### src/rtl/chan_pkg.sv
// Shared definitions for the channel arbiter slice.
// Holds the default codeword and counter widths, the arbiter FSM state
// encoding and the codeword type. Bit 0 of a codeword is the leftmost bit.
package chan_pkg;

  localparam int WIDTH = 9;
  localparam int CNT_W = 8;

  typedef enum logic [1:0] {
    IDLE = 2'd0,
    SEND = 2'd1,
    HOLD = 2'd2
  } state_t;

  typedef logic [0:WIDTH-1] codeword_t;

endpackage

### src/rtl/channel_arbiter_rr_arb2.sv
// rr_arb2: two-way round-robin grant logic.
// Ports:
//   clk, rst   - clock and synchronous active-high reset
//   valid[1:0] - request lines, valid[n] belongs to requester n
//   accept     - the grant is being consumed this cycle
//   grant      - index of the granted requester (meaningful when any_valid)
//   any_valid  - at least one requester is asking
// The priority bit names the requester that wins a tie. It flips to the
// other requester only when a grant is actually consumed, so a requester
// that withdraws before acceptance does not lose its turn.
module rr_arb2 (
  input  logic       clk,
  input  logic       rst,
  input  logic [1:0] valid,
  input  logic       accept,
  output logic       grant,
  output logic       any_valid
);

  logic prio_reg;

  always_comb begin
    any_valid = valid[0] | valid[1];
    if (valid[0] && valid[1]) begin
      grant = prio_reg;
    end else begin
      grant = valid[1];
    end
  end

  always_ff @(posedge clk) begin
    if (rst) begin
      prio_reg <= 1'b0;
    end else if (accept) begin
      prio_reg <= ~grant;
    end
  end

endmodule

### src/rtl/channel_arbiter.sv
// channel_arbiter: shares one single-bit-error channel between two codeword
// producers.
// Ports:
//   clk, rst                  - clock and synchronous active-high reset
//   req0_valid/data/ready     - requester 0 handshake (ready is combinational)
//   req1_valid/data/ready     - requester 1 handshake (ready is combinational)
//   ch_in                     - registered drive to the channel input
//   ch_out                    - channel output, combinational from ch_in
//   out_valid/data/src/err_mask, out_ready
//                             - captured word, its source and flipped bits
//   cnt0, cnt1                - saturating counts of delivered words
//   busy                      - a word is in flight or awaiting downstream
// Flow: IDLE accepts a word and registers it onto ch_in, SEND gives the
// channel one cycle to settle and captures its output, HOLD presents the
// capture until downstream takes it.
module channel_arbiter #(
  parameter int WIDTH = chan_pkg::WIDTH,
  parameter int CNT_W = chan_pkg::CNT_W
) (
  input  logic             clk,
  input  logic             rst,
  input  logic             req0_valid,
  input  logic [0:WIDTH-1] req0_data,
  output logic             req0_ready,
  input  logic             req1_valid,
  input  logic [0:WIDTH-1] req1_data,
  output logic             req1_ready,
  output logic [0:WIDTH-1] ch_in,
  input  logic [0:WIDTH-1] ch_out,
  output logic             out_valid,
  output logic [0:WIDTH-1] out_data,
  output logic             out_src,
  output logic [0:WIDTH-1] out_err_mask,
  input  logic             out_ready,
  output logic [CNT_W-1:0] cnt0,
  output logic [CNT_W-1:0] cnt1,
  output logic             busy
);

  import chan_pkg::*;

  state_t           state_reg;
  state_t           state_next;
  logic [0:WIDTH-1] ch_in_reg;
  logic             src_reg;
  logic             out_valid_reg;
  logic [0:WIDTH-1] out_data_reg;
  logic             out_src_reg;
  logic [0:WIDTH-1] out_err_mask_reg;
  logic [CNT_W-1:0] cnt_reg  [2];
  logic [CNT_W-1:0] cnt_next [2];

  logic grant;
  logic any_valid;
  logic accept;
  logic deliver;

  // Requests are only taken in IDLE; rst masks the handshake so nothing is
  // accepted (and priority does not move) while reset is held.
  assign accept  = (state_reg == IDLE) && any_valid && !rst;
  assign deliver = (state_reg == HOLD) && out_ready;

  rr_arb2 u_arb (
    .clk       (clk),
    .rst       (rst),
    .valid     ({req1_valid, req0_valid}),
    .accept    (accept),
    .grant     (grant),
    .any_valid (any_valid)
  );

  assign req0_ready = accept && !grant && req0_valid;
  assign req1_ready = accept &&  grant && req1_valid;

  always_comb begin
    state_next = state_reg;
    case (state_reg)
      IDLE:    if (accept)  state_next = SEND;
      SEND:                 state_next = HOLD;
      HOLD:    if (deliver) state_next = IDLE;
      default:              state_next = IDLE;
    endcase
  end

  always_ff @(posedge clk) begin
    if (rst) begin
      state_reg        <= IDLE;
      ch_in_reg        <= '0;
      src_reg          <= 1'b0;
      out_valid_reg    <= 1'b0;
      out_data_reg     <= '0;
      out_src_reg      <= 1'b0;
      out_err_mask_reg <= '0;
    end else begin
      state_reg <= state_next;
      if (accept) begin
        ch_in_reg <= grant ? req1_data : req0_data;
        src_reg   <= grant;
      end
      // ch_in has been stable for a full cycle, so ch_out reflects exactly
      // the word in flight; the XOR recovers which bits the channel flipped.
      if (state_reg == SEND) begin
        out_data_reg     <= ch_out;
        out_err_mask_reg <= ch_out ^ ch_in_reg;
        out_src_reg      <= src_reg;
        out_valid_reg    <= 1'b1;
      end
      if (deliver) begin
        out_valid_reg <= 1'b0;
      end
    end
  end

  // Per-requester delivered-word counters, saturating at all ones.
  for (genvar gi = 0; gi < 2; gi++) begin : g_cnt
    localparam logic IDX = (gi == 1);
    assign cnt_next[gi] = (deliver && out_src_reg == IDX && cnt_reg[gi] != '1)
                          ? cnt_reg[gi] + CNT_W'(1) : cnt_reg[gi];
  end

  always_ff @(posedge clk) begin
    for (int i = 0; i < 2; i++) begin
      if (rst) begin
        cnt_reg[i] <= '0;
      end else begin
        cnt_reg[i] <= cnt_next[i];
      end
    end
  end

  assign ch_in        = ch_in_reg;
  assign out_valid    = out_valid_reg;
  assign out_data     = out_data_reg;
  assign out_src      = out_src_reg;
  assign out_err_mask = out_err_mask_reg;
  assign cnt0         = cnt_reg[0];
  assign cnt1         = cnt_reg[1];
  assign busy         = (state_reg != IDLE);

endmodule

### config.mk
export PLATFORM = sky130hd
export DESIGN_NAME = channel_arbiter
export DESIGN_NICKNAME = d
export VERILOG_FILES = /design/src/rtl/chan_pkg.sv /design/src/rtl/channel_arbiter_rr_arb2.sv /design/src/rtl/channel_arbiter.sv
export SDC_FILE = /design/constraint.sdc
export NUM_CORES = 1
export LEC_CHECK = 0
export ABC_AREA = 1
export CORE_MARGIN = 4
export CORE_UTILIZATION = 44
export CTS_CLUSTER_DIAMETER = 30
export DETAILED_ROUTE_END_ITERATION = 7
export GPL_TIMING_DRIVEN = 0
export PLACE_DENSITY = 0.83
export SLEW_MARGIN = 20
export SYNTH_ARGS = -nofsm -noshare
export SYNTH_HDL_FRONTEND = slang
export SYNTH_SLANG_ARGS = --single-unit
### constraint.sdc
create_clock -name clk -period 1.8 [get_ports clk]
set_input_delay 0.36 -clock clk [delete_from_list [all_inputs] [get_ports clk]]
set_output_delay 0.36 -clock clk [all_outputs]
set_load 0.02 [all_outputs]
==> results of run 1 <==
[power groups by stage]
stage | sequential [mW] | combinational, mW | clock [mW]
after floorplan | 1.30 | 0.201 | 0
after global placement | 1.23 | 0.539 | 0
after detailed placement | 1.23 | 0.551 | 0
after CTS | 1.21 | 0.559 | 0.812
after global routing | 1.22 | 0.604 | 0.861
final | 1.21 | 0.556 | 0.805
[Yosys cell counts]
cell type / instances
clkinv_1: 1
or2_2: 1
buf_1: 1
o211a_1: 1
nor3_1: 2
nand3_4: 1
buf_2: 4
nand4_1: 3
nor2_4: 1
nand2_2: 1
nand3b_1: 1
dfxtp_1: 49
nor2_2: 1
nand3_1: 15
buf_6: 1
o21ai_0: 24
ha_1: 2
inv_2: 2
xor2_1: 4
inv_1: 24
a21oi_1: 27
nand2_1: 89
nor2_1: 50
clkbuf_1: 5
xnor2_1: 9
[repair_timing]
| item | CTS | global route |
|---|---|---|
| gates resized for setup | 21 | 5 |
| setup endpoints to repair | 3 | 5 |
| setup buffers | 2 | 0 |
| hold buffers | 0 | 0 |
| pin swaps | 1 | 1 |
[through the flow]
stage | hold WS (ns) | TNS, ns | setup WS, ns | util, %
5_1_grt | 0.507 | 0 | 0.0196 | 67.2
2_1_floorplan | 0.429 | 0 | 0.314 | -
3_5_place_dp | 0.463 | -4.94 | -0.899 | 64.3
4_1_cts | 0.476 | 0 | 0.000627 | 67.0
6_report | 0.477 | 0 | 0.0565 | 67.2
3_3_place_gp | 0.462 | -3.97 | -0.887 | 64.3
[final timing paths]
check	startpoint	depth (start not counted)	slack (ns)	endpoint
max	cnt_reg[1][2]	1	0.06	cnt1[2]
min	u_arb.prio_reg	2	0.48	u_arb.prio_reg
max reg2reg	cnt_reg[0][0]	8	0.33	cnt_reg[0][3]
min reg2reg	u_arb.prio_reg	2	0.48	u_arb.prio_reg
[cells by family (layout without fill, tap and decap cells)]
logic type,count (synthesis),count (layout),synth area share (%)
flops,49,49,44.2
fa+ha+maj,2,2,1.13
simple gates,165,165,30.6
xor+xnor,13,13,5.13
compound gates,52,52,11.9
buf+inv,38,126,6.99
[cell type report]
type	instances	area (µm²)	area share (%)
multi-input cells	232	1100	33.9
flip-flops and latches	49	982	30.3
repair buffers	81	808	25.0
inverters	27	110	3.40
well taps	67	83.8	2.59
clock buffers	5	68.8	2.12
clock inverters	3	46.3	1.43
plain buffers	10	42.5	1.31
[metal layers]
metal | track usage (%) | share of wire, % | vias to the layer above
met4 | 6.36 | 1.6 | 0
met3 | 7.37 | 8.8 | 10
met5 | 0 | 0 | -
met1 | 23.6 | 43 | 1068
li1 | - | - | 1184
met2 | 33.1 | 47 | 84
[cells in the final DEF (no fill, tap or decap)]
cell,instances
buf_1,1
buf_4,4
nand2_2,3
clkbuf_8,5
nor2_4,2
inv_8,1
a21oi_1,27
nand3_1,15
inv_2,2
dlygate4sd2_1,2
xor2_1,4
ha_1,2
nand4_1,3
nand3_4,1
o21ai_0,24
o211a_1,1
nand2_1,87
clkdlybuf4s50_1,71
dfxtp_2,1
nand3b_1,1
clkinv_2,1
inv_1,23
clkinvlp_4,1
nor3_1,2
buf_2,4
or2_4,1
nor2_1,50
dfxtp_1,48
dlymetal6s2s_1,4
xnor2_1,9
clkbuf_1,5
clkinv_4,1
bufinv_16,1
==> impl_results.md, run 1 <==
* Final ANT Viol Nets at 0
* PwrDens at 794 mW/mm²
* Effective utilization at floorplan at 46.1%
* Largest stage delay on the critical path at 0.64 ns
* Synthesis-to-finish area growth at 45.9%
* Drt total wl at 6.06 mm
* Peak Freq at 0.574 GHz
* Max FFs per register at 16
* Flop pwr share at 47.1%
* Crit path max fanout at 6
* Fill count at 450
* Fin. max-slew vios at 0
* Leak at 1.38 nW
* Crit-path leading delay family: buffers and inverters
* Mapped cell area at 0.00222 mm²
* Die ar. at 0.00625 mm²
* Skew-Pair Late Insertion Delay at 0.31 ns
* #FFs+latches synth at 49
* Minimum clock period after layout at 1.74 ns
* Number of distinct library cells after synthesis at 25
* Drt wl/cell at 12.8 µm
* Placed inst area at 0.00310 mm²
* CTS Buffer Depth at 2
* Seq/Total Area, Yosys at 44.2%
* Initial DRC count at 152
* Final Power at 2.57 mW
* Vert. Die Dim at 79.0 µm
* Status: finished, final reports clean
* Crit path max-delay cell type: clkdlybuf4s50_1
* Vias per cell at 4.95
* Inst Count DP at 465
* CTS Buf Count at 5
* Core footprint at 0.00482 mm²
* H-Tree Depth at 2
* WP buf/inv at 1
* CTS tree: built
* # DRC at 0
* Initial antenna violation count at 0
* Nets at 440
* Post-detail-place hpwl at 4.56 mm
* Count of final hold-check violations at 0
* I/O Buffers at 79
* Critical Path Source Type: flop
* Measured slew at the worst slew-check pin at 0.526 ns
* Diode count at 0
* Final Wtd Congestion at 0.839
* Chip width at 79.0 µm
* Worst EP arrival at 1.38 ns
* Part of the power in the clock network at 31.3%
* Largest cells by area after synthesis: dfxtp_1 (44%), nand2_1 (15%), nor2_1 (8.5%)
* Synth top area share at 44.2%
* Final setup viols at 0
* Clock Skews at 0.00790 ns
* Worst Setup Path Type: reg -> out
* Grt ovf at 0
* Clock transition at the registers of the reported paths at 0.09 ns
* Gr usage total at 19.8%
* Final Cycle Share at 96.9%
* Via count at 2346
* Ports at 80
* Part of the power in combinational logic at 21.6%
* Max Cap Violations at 0
* Drt pass-1 iters at 4
* Vias in the first global route at 2214
* Sw Ratio at 28.7%
* Switching power of the nets at 0.738 mW
* Hold crit path type: reg -> reg
* Cell taking the most area after synthesis: dfxtp_1
* Avg Synthesized Cell Area at 6.96 µm²
* Crit. End Element: output pin
* Fraction of layout cells with a size suffix above 1 at 6.88%
* Slew HR at 64.9%
* Synth Instances at 319
* Sink Count at 49
* CTS root buf: clkbuf_8
* Critical-path cell list: clkdlybuf4s50_1
* Syn. warnings at 0
* Design Area, Final at 0.00324 mm²
* First-pass GRT wire length at 9.87 mm
* Peak supply drop at 481 µV
* CP required at 1.44 ns
* Cell Int Power at 1.83 mW
* Fin cells at 474
* Post-Syn Nets at 353
* Pin count of the biggest net entering global routing at 17
* FP Rows at 25
* RSZ-0062 raised after global routing: no
No activity file was read; power rests on OpenSTA's default activity.
==> run 2, diff against run 1 <==
--- a/config.mk
+++ b/config.mk
@@ -7,11 +7,13 @@
 export LEC_CHECK = 0
 export ABC_AREA = 1
 export CORE_MARGIN = 4
-export CORE_UTILIZATION = 44
+export CORE_UTILIZATION = 30
 export CTS_CLUSTER_DIAMETER = 30
 export DETAILED_ROUTE_END_ITERATION = 7
 export GPL_TIMING_DRIVEN = 0
-export PLACE_DENSITY = 0.83
+export HOLD_SLACK_MARGIN = 0.12
+export PLACE_DENSITY = 0.61
+export REMOVE_ABC_BUFFERS = 1
 export SLEW_MARGIN = 20
 export SYNTH_ARGS = -nofsm -noshare
 export SYNTH_HDL_FRONTEND = slang
==> run 2 against run 1 <==
Combinational power hardly changed. Worst hold slack worse by 0.020 ns. Cell area is 0.85% higher. Critical path type is now in -> out. Largest cell class unchanged. Highest routed layer unchanged.
==> impl_results.md, run 2 (synthesis gave the netlist of run 1 again) <==
* Slew HR at 51.7% (-13 points)
* Leak at 1.36 nW (-0.99%)
* Crit-path leading delay family: buffers and inverters
* First-pass GRT wire length at 9.29 mm (-5.9%)
* Peak Freq at 0.570 GHz (-0.54%)
* Clock transition at the registers of the reported paths at 0.09 ns (about the same)
* Minimum clock period after layout at 1.75 ns (+0.00944 ns)
* PwrDens at 756 mW/mm² (-4.8%)
* Diode count at 0 (unchanged)
* CTS Buf Count at 5 (unchanged)
* Part of the power in combinational logic at 22.5% (+0.9 points)
* CTS Buffer Depth at 2 (unchanged)
* Vias in the first global route at 1970 (-11%)
* Core footprint at 0.00721 mm² (+50%)
* Design Area, Final at 0.00327 mm² (+0.85%)
* Fin cells at 500 (+5.5%)
* Critical Path Source Type: primary input
* Skew-Pair Late Insertion Delay at 0.30 ns (about the same)
* Nets at 434 (-1.4%)
* Most common cell after layout, fill and taps aside: nand2_1
* Initial DRC count at 80 (-47%)
* Measured slew at the worst slew-check pin at 0.721 ns (+0.195 ns)
* Cell Int Power at 1.77 mW (-3.4%)
* Largest stage delay on the critical path at 0.42 ns (-0.22 ns)
* Effective utilization at floorplan at 30.8% (-15 points)
* Post-detail-place hpwl at 4.10 mm (-10%)
* Final Cycle Share at 97.4% (+0.52 points)
* Synthesis-to-finish area growth at 47.1%
* Ports at 80 (unchanged)
* Fraction of layout cells with a size suffix above 1 at 7.73% (+0.85 points)
* Clock Skews at 0.00558 ns (-0.00232 ns)
* Gr usage total at 13.3% (-6.6 points)
* Max FFs per register at 16 (unchanged)
* Drt pass-1 iters at 4 (unchanged)
* Min Hold Slack at 0.457 ns (-0.0199 ns)
* Switching power of the nets at 0.699 mW (-5.3%)
* Hold crit path type: in -> reg
* # DRC at 0 (unchanged)
* Count of final hold-check violations at 0 (unchanged)
* Max Cap Violations at 0 (unchanged)
* Drt wl/cell at 11.7 µm (-8.3%)
* I/O Buffers at 79 (unchanged)
* Sink Count at 49 (unchanged)
* Grt ovf at 0 (unchanged)
* CTS tree: built
* RSZ-0062 raised after global routing: yes
* Total negative slack at 0 ns (unchanged)
* Critical-path cell list: clkdlybuf4s50_1 -> or2_4 -> nand3_4 -> inv_6 -> nand2_2 -> inv_1 -> buf_2
* FP Rows at 31 (+24%)
* CP required at 1.44 ns (about the same)
* Fin. max-slew vios at 0 (unchanged)
* CTS root buf: clkbuf_8
* Part of the power in the clock network at 28.6% (-2.7 points)
* Final Wtd Congestion at 0.797 (-5.0%)
* Pin count of the biggest net entering global routing at 23 (+6)
* Worst EP arrival at 1.39 ns (about the same)
* Inst Count DP at 487 (+4.7%)
* Placed inst area at 0.00310 mm² (+0.12%)
* Final ANT Viol Nets at 0 (unchanged)
* Vias per cell at 4.43 (-11%)
* Final setup viols at 0 (unchanged)
* Peak supply drop at 296 µV (-39%)
* Drt total wl at 5.86 mm (-3.3%)
* Setup slack after placement at -1.95 ns (-1.05 ns)
* Crit path max-delay cell type: clkdlybuf4s50_1
* Vert. Die Dim at 94.0 µm (+19%)
* Chip width at 94.0 µm (+19%)
* Most frequent cells in the layout: nand2_1 (86), clkdlybuf4s50_1 (72), nor2_1 (49)
* Final setup margin at 0.0471 ns (-0.00944 ns)
* Via count at 2214 (-5.6%)
* H-Tree Depth at 2 (unchanged)
* Die ar. at 0.00884 mm² (+42%)
* Worst Setup Path Type: in -> out
* Crit path max fanout at 4 (-2)
* Crit. End Element: output pin
* Sw Ratio at 28.3% (-0.40 points)
* WP buf/inv at 4 (+3)
* Flop pwr share at 48.9% (+1.8 points)
* Initial antenna violation count at 0 (unchanged)
* Status: finished, final reports clean
==> run 2: what timing repair did <==
action	in CTS	in global routing
hold buffers	0	0
cloned	1	0
setup endpoints to repair	47	5
setup buffers	4	0
resized for setup	27	4
pin swaps	2	1
==> run 2: cell type report <==
class	count	area [µm²]
sequential	49	982
timing repair buffer	84	830
clock buffer	7	96.3
fill	763	3950
tap	99	124
inverter	27	118
multi-input combinational	232	1110
timing repair inverter	1	5.00
clock inverter	1	5.00
==> run 2: metrics by stage <==
step | utilization [%] | power (mW)
after floorplan | - | 1.49
after global placement | 42.7 | 1.76
after detailed placement | 43.0 | 1.77
after CTS | 45.1 | 2.51
after global routing | 45.3 | 2.60
final | 45.3 | 2.47
==> run 2: worst paths after layout <==
check | from | end | slack, ns | cells past startpoint
worst max-delay path | req0_valid | req1_ready | 0.05 | 7
worst min-delay path | rst | cnt_reg[0][2] | 0.46 | 2
worst max register to register | cnt_reg[1][1] | cnt_reg[1][0] | 0.19 | 7
worst min register to register | u_arb.prio_reg | u_arb.prio_reg | 0.47 | 2
==> run 2: metal layers <==
layer	global-route usage (%)	part of all wire (%)	vias up
li1	-	-	1176
met1	16.6	46	960
met2	21.0	43	71
met3	5.69	9.9	7
met4	3.25	0.87	0
met5	0	0	-
==> run 2: power groups by stage <==
stage / registers [mW] / clock network [mW] / logic [mW]
after floorplan: 1.30 / 0 / 0.184
after global placement: 1.23 / 0 / 0.528
after detailed placement: 1.23 / 0 / 0.537
after CTS: 1.21 / 0.740 / 0.561
after global routing: 1.22 / 0.778 / 0.606
final: 1.21 / 0.706 / 0.555
==> run 3, diff against run 2 <==
--- a/config.mk
+++ b/config.mk
@@ -6,7 +6,6 @@
 export NUM_CORES = 1
 export LEC_CHECK = 0
 export ABC_AREA = 1
-export CORE_MARGIN = 4
 export CORE_UTILIZATION = 30
 export CTS_CLUSTER_DIAMETER = 30
 export DETAILED_ROUTE_END_ITERATION = 7
@@ -14,6 +13,7 @@
 export HOLD_SLACK_MARGIN = 0.12
 export PLACE_DENSITY = 0.61
 export REMOVE_ABC_BUFFERS = 1
+export SKIP_LAST_GASP = 1
 export SLEW_MARGIN = 20
 export SYNTH_ARGS = -nofsm -noshare
 export SYNTH_HDL_FRONTEND = slang
==> constraint.sdc (replaced) <==
create_clock -name clk -period 2.25 [get_ports clk]
set_input_delay 0.45 -clock clk [delete_from_list [all_inputs] [get_ports clk]]
set_output_delay 0.45 -clock clk [all_outputs]
set_load 0.02 [all_outputs]
==> run 3 against run 2 <==
Utilization decreased by 0.47 points. Register-to-register slack gained 0.44 ns. Largest cell class unchanged. Sequential share of layout area up 0.28 points. First-iteration DRC count fell by 34%. Worst hold slack better by 0.017 ns. Sequential power down 20%. Clock power shrank 19%. Power is 20% lower. Cell area decreased by 1.0%. Non-clock buffer count shrank 2. Critical path depth did not move. Flip-flop and latch count did not move.
==> impl_results.md, run 3 (synthesis gave the netlist of run 1 again) <==
* Critical Path Source Type: primary input
* Skew-Pair Late Insertion Delay at 0.30 ns (about the same)
* Max Cap Violations at 0 (unchanged)
* Final Wtd Congestion at 0.779 (-2.3%)
* CTS tree: built
* I/O Buffers at 79 (unchanged)
* Peak Freq at 0.446 GHz
* Minimum clock period after layout at 2.24 ns
* Util after Layout at 44.8% (-0.47 points)
* Drt total wl at 5.73 mm (-2.1%)
* Vert. Die Dim at 88.0 µm (-6.4%)
* Vias in the first global route at 2102 (+6.7%)
* CTS Buf Count at 5 (unchanged)
* CTS root buf: clkbuf_8
* Peak supply drop at 314 µV (+6.3%)
* Drt pass-1 iters at 4 (unchanged)
* Reg2Reg Depth at 6 (-1)
* Nets at 432 (-0.46%)
* Hold crit path type: reg -> reg
* CTS Buffer Depth at 2 (unchanged)
* Crit path to: req1_ready
* Vias per cell at 4.49 (+1.3%)
* # DRC at 0 (unchanged)
* Final Power at 1.97 mW (-20%)
* Effective utilization at floorplan at 30.8% (unchanged)
* Gr usage total at 15.6% (+2.3 points)
* Clock Skews at 0.00396 ns (-0.00163 ns)
* Die ar. at 0.00775 mm² (-12%)
* Synthesis-to-finish area growth at 45.6%
* Final setup margin at 0.00736 ns (-0.0397 ns)
* Worst Setup Path Type: in -> out
* Most common cell after layout, fill and taps aside: nand2_1
* PwrDens at 609 mW/mm² (-19%)
* FP Rows at 31 (unchanged)
* Initial DRC count at 53 (-34%)
* Status: finished, final reports clean
* Max FFs per register at 16 (unchanged)
* Worst EP arrival at 1.79 ns (+0.40 ns)
* Initial antenna violation count at 0 (unchanged)
* Placed inst area at 0.00310 mm² (unchanged)
* Drt wl/cell at 11.5 µm (-1.7%)
* Pin count of the biggest net entering global routing at 19 (-17%)
* Via count at 2234 (+0.90%)
* Crit. End Element: output pin
* Slew HR at 53.3% (+1.6 points)
* Sink Count at 49 (unchanged)
* Worst r2r src: state_reg[0]
* Flop-to-flop setup slack at 0.63 ns (+0.44 ns)
* Crit path from: req1_valid
* CP required at 1.80 ns (+0.36 ns)
* Final Cycle Share at 99.7%
* Final setup viols at 0 (unchanged)
* Clock transition at the registers of the reported paths at 0.09 ns (about the same)
* Post-detail-place hpwl at 4.01 mm (-2.2%)
* Critical R2R Capture: out_data[3]
* Measured slew at the worst slew-check pin at 0.697 ns (-0.0241 ns)
* First-pass GRT wire length at 9.51 mm (+2.4%)
* H-Tree Depth at 2 (unchanged)
* Leak at 1.29 nW (-5.2%)
* Count of hold-fix buffers inserted at cts at 0 (unchanged)
* Setup slack after placement at -1.71 ns (+0.241 ns)
* Total negative slack at 0 ns (unchanged)
* Chip width at 88.0 µm (-6.4%)
* Count of final hold-check violations at 0 (unchanged)
* Grt ovf at 0 (unchanged)
* Fin. max-slew vios at 0 (unchanged)
* Core footprint at 0.00721 mm² (unchanged)
* Crit path max fanout at 12 (+8)
* Most frequent cells in the layout: nand2_1 (88), clkdlybuf4s50_1 (76), nor2_1 (49), dfxtp_1 (49), a21oi_1 (27)
* RSZ-0062 raised after global routing: yes
* Fraction of layout cells with a size suffix above 1 at 6.27% (-1.5 points)
* Design Area, Final at 0.00323 mm² (-1.0%)
* Ports at 80 (unchanged)
* Diode count at 0 (unchanged)
* Final ANT Viol Nets at 0 (unchanged)
run 3: per-layer routing:
metal,vias to the layer above,share of wire (%),track usage (%)
li1,1165,-,-
met1,1011,48,19.2
met2,54,45,25.8
met3,4,6.8,5.18
met4,0,0.72,4.69
met5,-,0,0
run 3: power by group:
part | switching, mW | internal [mW] | total (mW)
sequential | 0.0401 | 0.926 | 0.966
clock | 0.293 | 0.278 | 0.571
combinational | 0.225 | 0.206 | 0.431
total | 0.557 | 1.41 | 1.97
run 3: cell type report:
class / count / area [µm²]
Inverter: 27 / 115
Timing Repair Buffer: 82 / 817
Timing Repair inverter: 1 / 5.00
Tap cell: 99 / 124
Fill cell: 770 / 3980
Sequential cell: 49 / 981
Clock buffer: 7 / 96.3
Multi-Input combinational cell: 232 / 1090
Clock inverter: 1 / 5.00
run 3: timing repair:
item,in CTS,in global routing
cloned,1,0
setup endpoints to repair,16,2
gates resized for setup,13,1
buffers inserted,2,0
run 3: worst min path at each step:
stage                    from        endpoint  slack (ns)  cells past startpoint
5_1_grt               src_reg         src_reg        0.50                      2
4_1_cts        u_arb.prio_reg  u_arb.prio_reg        0.48                      2
3_5_place_dp   u_arb.prio_reg  u_arb.prio_reg        0.46                      2
2_1_floorplan  u_arb.prio_reg  u_arb.prio_reg        0.45                      2
6_report       u_arb.prio_reg  u_arb.prio_reg        0.47                      2
3_3_place_gp   u_arb.prio_reg  u_arb.prio_reg        0.46                      2
run 3: per-stage QoR:
stage,cells,hold slack [ns]
finish,498,0.474
global route,498,0.504
CTS,498,0.476
detailed placement,487,0.461
global placement,486,0.460
floorplan,308,0.447
run 3: worst max-delay path, stage by stage:
cell             delay (ns)
clkdlybuf4s50_1        0.44
or2_2                  0.35
nand3_4                0.10
inv_6                  0.06
nand2_1                0.09
inv_1                  0.04
clkdlybuf4s15_1        0.27
